===== config.mk =====
export PLATFORM = sky130hd
export DESIGN_NAME = input_fifo
export DESIGN_NICKNAME = d
export VERILOG_FILES = /design/src/rtl/input_fifo_pkg.sv /design/src/rtl/input_fifo.sv
export SDC_FILE = /design/constraint.sdc
export NUM_CORES = 1
export LEC_CHECK = 0
export CAP_MARGIN = 20
export CORE_MARGIN = 2
export CORE_UTILIZATION = 30
export CTS_BUF_LIST = sky130_fd_sc_hd__clkbuf_8 sky130_fd_sc_hd__clkbuf_16
export CTS_CLUSTER_SIZE = 8
export DETAILED_ROUTE_END_ITERATION = 16
export GPL_TIMING_DRIVEN = 1
export HOLD_SLACK_MARGIN = 0.06
export PLACE_DENSITY_LB_ADDON = 0.12
export RECOVER_POWER = 25
export SETUP_SLACK_MARGIN = 0.02
export SLEW_MARGIN = 25
export SYNTH_ARGS = -nofsm -noshare
export SYNTH_HDL_FRONTEND = slang
export SYNTH_SLANG_ARGS = --single-unit

===== constraint.sdc =====
create_clock -name clk -period 3.1 [get_ports clk]
set_clock_uncertainty 0.15 [all_clocks]
set_input_delay 0.465 -clock clk [delete_from_list [all_inputs] [get_ports clk]]
set_output_delay 0.465 -clock clk [all_outputs]
set_load 0.03 [all_outputs]

===== src/rtl/input_fifo_pkg.sv =====
// Shared NoC package: flit width and FIFO depth defaults, the flit type, and
// the output-port arbiter's Xbar_sel one-hot encodings.
package input_fifo_pkg;

  localparam int FIFO_DATA_WIDTH = 32;
  localparam int FIFO_DEPTH      = 4;

  typedef logic [FIFO_DATA_WIDTH-1:0] flit_t;

  // Xbar_sel one-hot codes, one bit per output port.
  localparam logic [4:0] XBAR_SEL_N = 5'b00001;
  localparam logic [4:0] XBAR_SEL_E = 5'b00010;
  localparam logic [4:0] XBAR_SEL_W = 5'b00100;
  localparam logic [4:0] XBAR_SEL_S = 5'b01000;
  localparam logic [4:0] XBAR_SEL_L = 5'b10000;

endpackage


===== src/rtl/input_fifo.sv =====
// Router input FIFO with a DRTS/CTS handshake on the write side and
// first-word-fall-through reads driven by the output-port arbiters.
//
// Ports:
//   clk, rst           clock, synchronous active-high reset
//   RX                 flit from the upstream router
//   DRTS               upstream request-to-send (held until CTS seen)
//   read_en_N/E/W/S/L  pop requests from the five output arbiters
//   CTS                registered clear-to-send pulse to upstream
//   Data_out           head flit (zero when empty), combinational
//   empty_out          occupancy is zero
//
// Handshake: upstream raises DRTS with RX valid and holds both until it sees
// CTS=1. A flit is accepted in the cycle where DRTS=1, CTS=0 and the FIFO is
// not full; CTS is high for exactly the following cycle, which also blocks a
// second accept of the same held request. On the read side, any read_en high
// while not empty pops exactly one flit at the next edge.
module input_fifo
  import input_fifo_pkg::*;
#(
  parameter int DATA_WIDTH = FIFO_DATA_WIDTH,
  parameter int DEPTH      = FIFO_DEPTH
) (
  input  logic                  clk,
  input  logic                  rst,
  input  logic [DATA_WIDTH-1:0] RX,
  input  logic                  DRTS,
  input  logic                  read_en_N,
  input  logic                  read_en_E,
  input  logic                  read_en_W,
  input  logic                  read_en_S,
  input  logic                  read_en_L,
  output logic                  CTS,
  output logic [DATA_WIDTH-1:0] Data_out,
  output logic                  empty_out
);

  localparam int PW = $clog2(DEPTH);
  localparam logic [PW:0] FULL_COUNT = (PW + 1)'(DEPTH);

  logic [DATA_WIDTH-1:0] mem [DEPTH];
  logic [PW-1:0]         wr_ptr;
  logic [PW-1:0]         rd_ptr;
  logic [PW:0]           count;

  logic full;
  logic wr;
  logic rd;

  assign full      = (count == FULL_COUNT);
  assign empty_out = (count == '0);

  // CTS in the condition stops a held DRTS from writing the same flit twice.
  assign wr = DRTS & ~CTS & ~full;
  assign rd = (read_en_N | read_en_E | read_en_W | read_en_S | read_en_L) & ~empty_out;

  assign Data_out = empty_out ? '0 : mem[rd_ptr];

  // Storage is written only outside reset and is never cleared; stale
  // contents are hidden because Data_out is forced to zero when empty.
  always_ff @(posedge clk) begin
    if (rst) begin
      CTS    <= 1'b0;
      wr_ptr <= '0;
      rd_ptr <= '0;
      count  <= '0;
    end else begin
      CTS <= wr;
      if (wr) begin
        mem[wr_ptr] <= RX;
        wr_ptr      <= wr_ptr + 1'b1;
      end
      if (rd) begin
        rd_ptr <= rd_ptr + 1'b1;
      end
      case ({wr, rd})
        2'b10:   count <= count + 1'b1;
        2'b01:   count <= count - 1'b1;
        default: count <= count;
      endcase
    end
  end

endmodule


# [Yosys cells after proc, flatten, opt, wreduce, memory -nomap -nowiden]
# Memories as Yosys holds them, arrays and structs flattened. A register that Yosys moved wholly into a read port is not among the register bits.
# Index checks and enable logic that the tools add are counted.
[word_totals] reg_bits=8 latchBits=0 mem_bits_rw=128 rom_bits=0 in_bits=40 out_inout_bits=34 elab_cells=31 n_memories=1
[memory_table] name="mem" words=4 word_bits=32 rd=1 rd_ports_with_merged_regs=1 write_ports=1 line="input_fifo.sv:41" source="logic [DATA_WIDTH-1:0] mem [DEPTH];"
[classes] n_addsub=4 multipliers=0 n_div=0 order_cmp=0 n_eq_ne=3 shifts=0 muxes=7 n_bitwise=10 n_reduce_logical=2
[ops] cell="two-way mux 32 bit" count=1
[ops] cell="one-hot mux 3 bit (2 select lines)" count=1
[ops] cell="adder 2 x 1 -> 2 bit, second input constant" count=2
[ops] cell="two-way mux 2 bit" count=2
[ops] cell="OR 1 bit" count=4
[ops] cell="adder 3 x 1 -> 3 bit, second input constant" count=1
[ops] cell="AND 1 bit" count=3
[ops] cell="equality test 3 bit, second input constant" count=1
[ops] cell="logical NOT 3 bit" count=1
[ops] cell="two-way mux 1 bit" count=3
[ops] cell="NOT 1 bit" count=3
[ops] cell="subtractor 3 x 1 -> 3 bit, second input constant" count=1
[ops] cell="equality test 2 x 1 -> 1 bit, second input constant" count=1
[ops] cell="equality test 2 bit, second input constant" count=1
[ops] cell="nonzero test 2 bit" count=1

# [Logic depth before layout (Yosys ltp)]
[logic_depth] depth_word=7 depth_mapped=8 depth_no_buf=8

# [Worst setup path after synthesis]
# OpenSTA, ideal clock, no wires.
[synth_path] path_kind="input to register" startpoint="input rst" endpoint="memory mem[0][0] (netlist bit), enable pin" setup_time_ps=392 arrival_time_ps=1727 t_required_ps=2558 setup_slack_ps=831 cell_stages=3 n_path_buf=1 cell_sequence="clkbuf_1 -> nor3_2 -> and2_1"
[synth_between] elab_chain_cells=2
[synth_rtl] element="start, declared" line="input_fifo.sv:25" source="input logic rst,"
[synth_rtl] element="two-way mux 1 bit" line="input_fifo.sv:62" source="if (rst) begin"
[synth_rtl] element="two-way mux 1 bit (implied by the code)" line="input_fifo.sv:70" source="mem[wr_ptr] <= RX;"
[synth_rtl] element="end, declared" line="input_fifo.sv:41"
# No other way between the ends.

==> out/results.md <==
| Stage | Item | Reported |
| --- | --- | --- |
| sta | Worst-Margin Slew | 0.5262 ns |
| die | Total number of placement rows | 49 |
| setup path | Slowest stage delay, CP | 0.59 ns |
| min path | Worst hold path cell count | 2 |
| layout | Fillers | 1642 |
| grt | Via count of the first global-routing pass | 2842 |
| job | Number of maximum-capacitance constraint violations | 0 |
| setup path | Crit Reg-Reg Startpoint | count[2]$_SDFFE_PP0P_ |
| synthesis | Largest family of logic cells by synthesized area | multiplexers |
| sta | Final critical-path required period | 2.946 ns |
| synthesis | Netlist cell types | 32 |
| grt | Pin count of the biggest net entering global routing | 33 |
| status | Outcome | finished, final reports clean |
| synthesis | Post-synthesis instance area | 5487 µm² |
| sta | Max transition margin | 64.81% |
| clocking | Clk slew on worst S/H paths | 0.05 ns |
| route | Antenna-violating nets left | 0 |
| setup path | Slowest stage cell, crit path | sky130_fd_sc_hd__clkdlybuf4s50_1 |
| power and ir drop | Ratio of total power to cell area | 835.5 nW/µm² |
| synthesis | List of most frequent post-synthesis cells | sky130_fd_sc_hd__edfxtp_1 (128), sky130_fd_sc_hd__mux4_2 (30), sky130_fd_sc_hd__nor2b_1 (25) |
| die | Die ar. | 19390 µm² |
| grt | Wire length of the first global-routing pass | 16.10 mm |
| synthesis | Synthesis-stage register bit count | 138 |
| synthesis | Synthesized net count | 306 |
| layout | Synth-to-layout area growth | 30.95% |
| synthesis | Post-Synth Simple-Gate Area | 7.184% |
| synthesis | Synth Area in Adders | 1.505% |
| sta | Maximum clock frequency | 339.4 MHz |
| synthesis | Gate Count Post-Synth | 260 |
| place | # placed instances | 565 |
| setup path | Crit path capture type | output port |
| min path | Worst min path class | reg -> reg |
| min path | Launch point of the worst hold path | count[2]$_SDFFE_PP0P_ |
| grt | All-Layer GR Usage | 11.37% |
| route | Wire length reported by the detailed router | 10.51 mm |
| synthesis | Synth Area in XOR/XNOR | 0.3193% |
| synthesis | Yosys top cell area share | 70.06% |
| die | I/O pin count | 74 |
| clocking | Clock buffer count from CTS | 17 |
| clocking | Clock tree from TritonCTS | done |
| synthesis | Synth top area cells | sky130_fd_sc_hd__edfxtp_1 (70%), sky130_fd_sc_hd__mux4_2 (12%), sky130_fd_sc_hd__dfxtp_1 (3.6%), sky130_fd_sc_hd__nor2b_1 (2.9%), sky130_fd_sc_hd__nor2b_4 (2.0%) |
| synthesis | Proportion of synthesized chip area in sequential cells | 73.71% |
| layout | Layout cell share with drive strength beyond 1 | 24.25% |
| grt | Antenna violations before repair | 1 |
| sta | Final TNS setup | 0 ns |
| setup path | Critical-path cell list | buf_12 > mux4_2 > nor2b_1 > clkdlybuf4s50_1 |
| clocking | Sink Count | 138 |
| setup path | Setup slack on the worst flop-to-flop path | 0.70 ns |
| clocking | CTS Buffer Depth | 2 |
| clocking | Worst skew pair latency | 0.41 ns |
| grt | Total overflow reported by the global router | 0 |
| die | Core ar. | 17960 µm² |
| die | Die Y-Extent | 139.2 µm |
| clocking | Number of hold buffers added after CTS | 0 |
| place | RD Place Congestion | 0.6221 |
| synthesis | Warnings from Yosys | 0 |
| sta | Hold slack final | 0.3783 ns |
| layout | Final instance area | 7184 µm² |
| route | DRC marker count from the first detailed-route iteration | 91 |
| route | DR vias | 2672 |
| setup path | Worst path arrival time | 2.33 ns |
| layout | Register Area | 4049 µm² |
| power and ir drop | Worst vdd rail ir drop | 403.3 µV |
| die | Starting density of the core | 30.54% |
| sta | Setup repair after global routing missed its margin | false |
| sta | Part of the cycle the worst path needs | 95.03% |
| synthesis | Top_reg_cell synth | sky130_fd_sc_hd__edfxtp_1 |
| clocking | Root cell of the clock tree | sky130_fd_sc_hd__clkbuf_16 |
| setup path | Maximum fanout along the worst path | 15 |
| setup path | Critical setup path kind | reg -> out |
| layout | Non-filler instance count after layout | 596 |
| synthesis | Fraction of registers with async set or reset after synthesis | 0% |
| route | Vias/cell | 4.483 |
| layout | Antenna diodes | 0 |
| place | Half-perimeter wire length after placement | 6.652 mm |
| die | Die X | 139.2 µm |
| layout | Net count of the finished layout | 401 |
| synthesis | Dominant cell type by area after synthesis | sky130_fd_sc_hd__edfxtp_1 |
| layout | Multi-input gate area | 1320 µm² |
| power and ir drop | Leakage power figure | 0.002360 µW |
| setup path | Startpoint types | flip-flop |
| setup path | Required time of the critical path | 2.48 ns |
| sta | Final Worst Setup Slack | 0.1540 ns |
| setup path | Endpoint of the most critical register-to-register path | count[2]$_SDFFE_PP0P_ |
| synthesis | Mux cell area share after synthesis | 13.89% |
| route | Per-cell routed wire length | 17.63 µm |
| sta | Number of failing setup endpoints in the final timing report | 0 |
| setup path | FF-to-FF path depth | 8 |
| sta | Final Hold Violating Endpoints | 0 |
| clocking | CTS H-tree depth | 4 |
| place | Port-buffer cells | 73 |
| sta | Max-slew violation count | 0 |
| min path | WHS Endpoint | count[2]$_SDFFE_PP0P_ |
| place | Placed cell areas | 6636 µm² |
| synthesis | Per-instance average area after synthesis | 21.10 µm² |
| synthesis | Compound-Gate Fraction of Synth Area | 1.072% |
| route | Post-route DRC | 0 |
| place | DP Worst Slack | 0.4238 ns |
| synthesis | Post-synth EDFFs | 128 |
| route | Detailed-router iteration count before antenna repair | 4 |
| synthesis | Dominant cell by count in the synthesized netlist | sky130_fd_sc_hd__edfxtp_1 |
how the worst max path moves through the flow:
stage          startpoint                  end  slack (ns)  depth (start not counted)
6_report        flip-flop         Data_out[13]        0.15                          4
5_1_grt         flip-flop          Data_out[5]        0.05                          4
4_1_cts         flip-flop         Data_out[31]        0.07                          4
3_5_place_dp    flip-flop         Data_out[31]        0.42                          4
3_3_place_gp    flip-flop          Data_out[0]        0.40                          4
2_1_floorplan         rst  mem[0][0]$_DFFE_PP_        0.83                          3
repair_timing:
| action | 4_1_cts | 5_1_grt |
|---|---|---|
| endpoints found under the hold margin | 0 | 0 |
| endpoints found under the setup margin | 7 | 1 |
| setup buffers | 0 | 0 |
| resized for setup | 2 | 1 |
placed cells by master, fill, tap and decap left out, types with 7 or more instances in the layout:
cell type                         count
sky130_fd_sc_hd__edfxtp_1           128
sky130_fd_sc_hd__clkdlybuf4s50_1     52
sky130_fd_sc_hd__mux4_2              30
sky130_fd_sc_hd__nor2b_1             25
sky130_fd_sc_hd__dlygate4sd3_1       19
sky130_fd_sc_hd__clkbuf_16           17
sky130_fd_sc_hd__inv_1               11
sky130_fd_sc_hd__buf_12              10
sky130_fd_sc_hd__dfxtp_1              8
sky130_fd_sc_hd__nor2b_4              8
sky130_fd_sc_hd__nor2_1               7
flip-flops by register name, summed over array words and instances, names as in the netlist, named ones only:
register and count:
count 3, mem 128, CTS 1, rd_ptr 2, wr_ptr 2
stage by stage:
step | util [%] | total power (µW)
after CTS | 39.98 | 6125
final | 39.99 | 6003
after detailed placement | 36.94 | 4269
after floorplan | - | 3522
after global placement | 36.94 | 4259
after global routing | 39.99 | 6284
report_power, final:
| part | switching (µW) | total [µW] | internal (µW) | leakage (µW) |
|---|---|---|---|---|
| Clock | 683 | 1830 | 1150 | 0.000277 |
| Sequential | 65.6 | 2210 | 2150 | 0.00124 |
| Combinational | 1010 | 1950 | 946 | 0.000840 |
| Total | 1760 | 6000 | 4240 | 0.00236 |
kinds of logic after synthesis:
kind of cell | after synthesis
AO/OA/AOI/OAI | 9
XOR/XNOR | 2
adder cells (fa/ha/maj) | 6
buffers and inverters | 17
flip-flops | 138
multiplexers | 35
AND/OR/NAND/NOR | 53
critical path: cells and delay by family (launching register included):
family | cells | cell delay (ns)
buffers and inverters | 2 | 0.80
muxes | 1 | 0.51
DFF | 1 | 0.45
and+or+nand+nor | 1 | 0.16
routing by layer:
layer / GRT usage, % / vias to the layer above / wire length, µm
li1: - / 1218 / -
met1: 13.94 / 1384 / 4569
met2: 18.55 / 57 / 5297
met3: 4.061 / 11 / 493
met4: 4.306 / 2 / 130
met5: 0 / - / 16
layout make-up:
type                       count  share of cell area (%)
sequential                   138                   56.36
multi-input combinational    105                   18.37
timing repair buffer          87                   13.39
clock buffer                  17                   5.921
tap                          229                   3.988
clock inverter                14                   1.654
inverter                       6                  0.3135
Note: power is estimated with default switching activity, not from simulation.
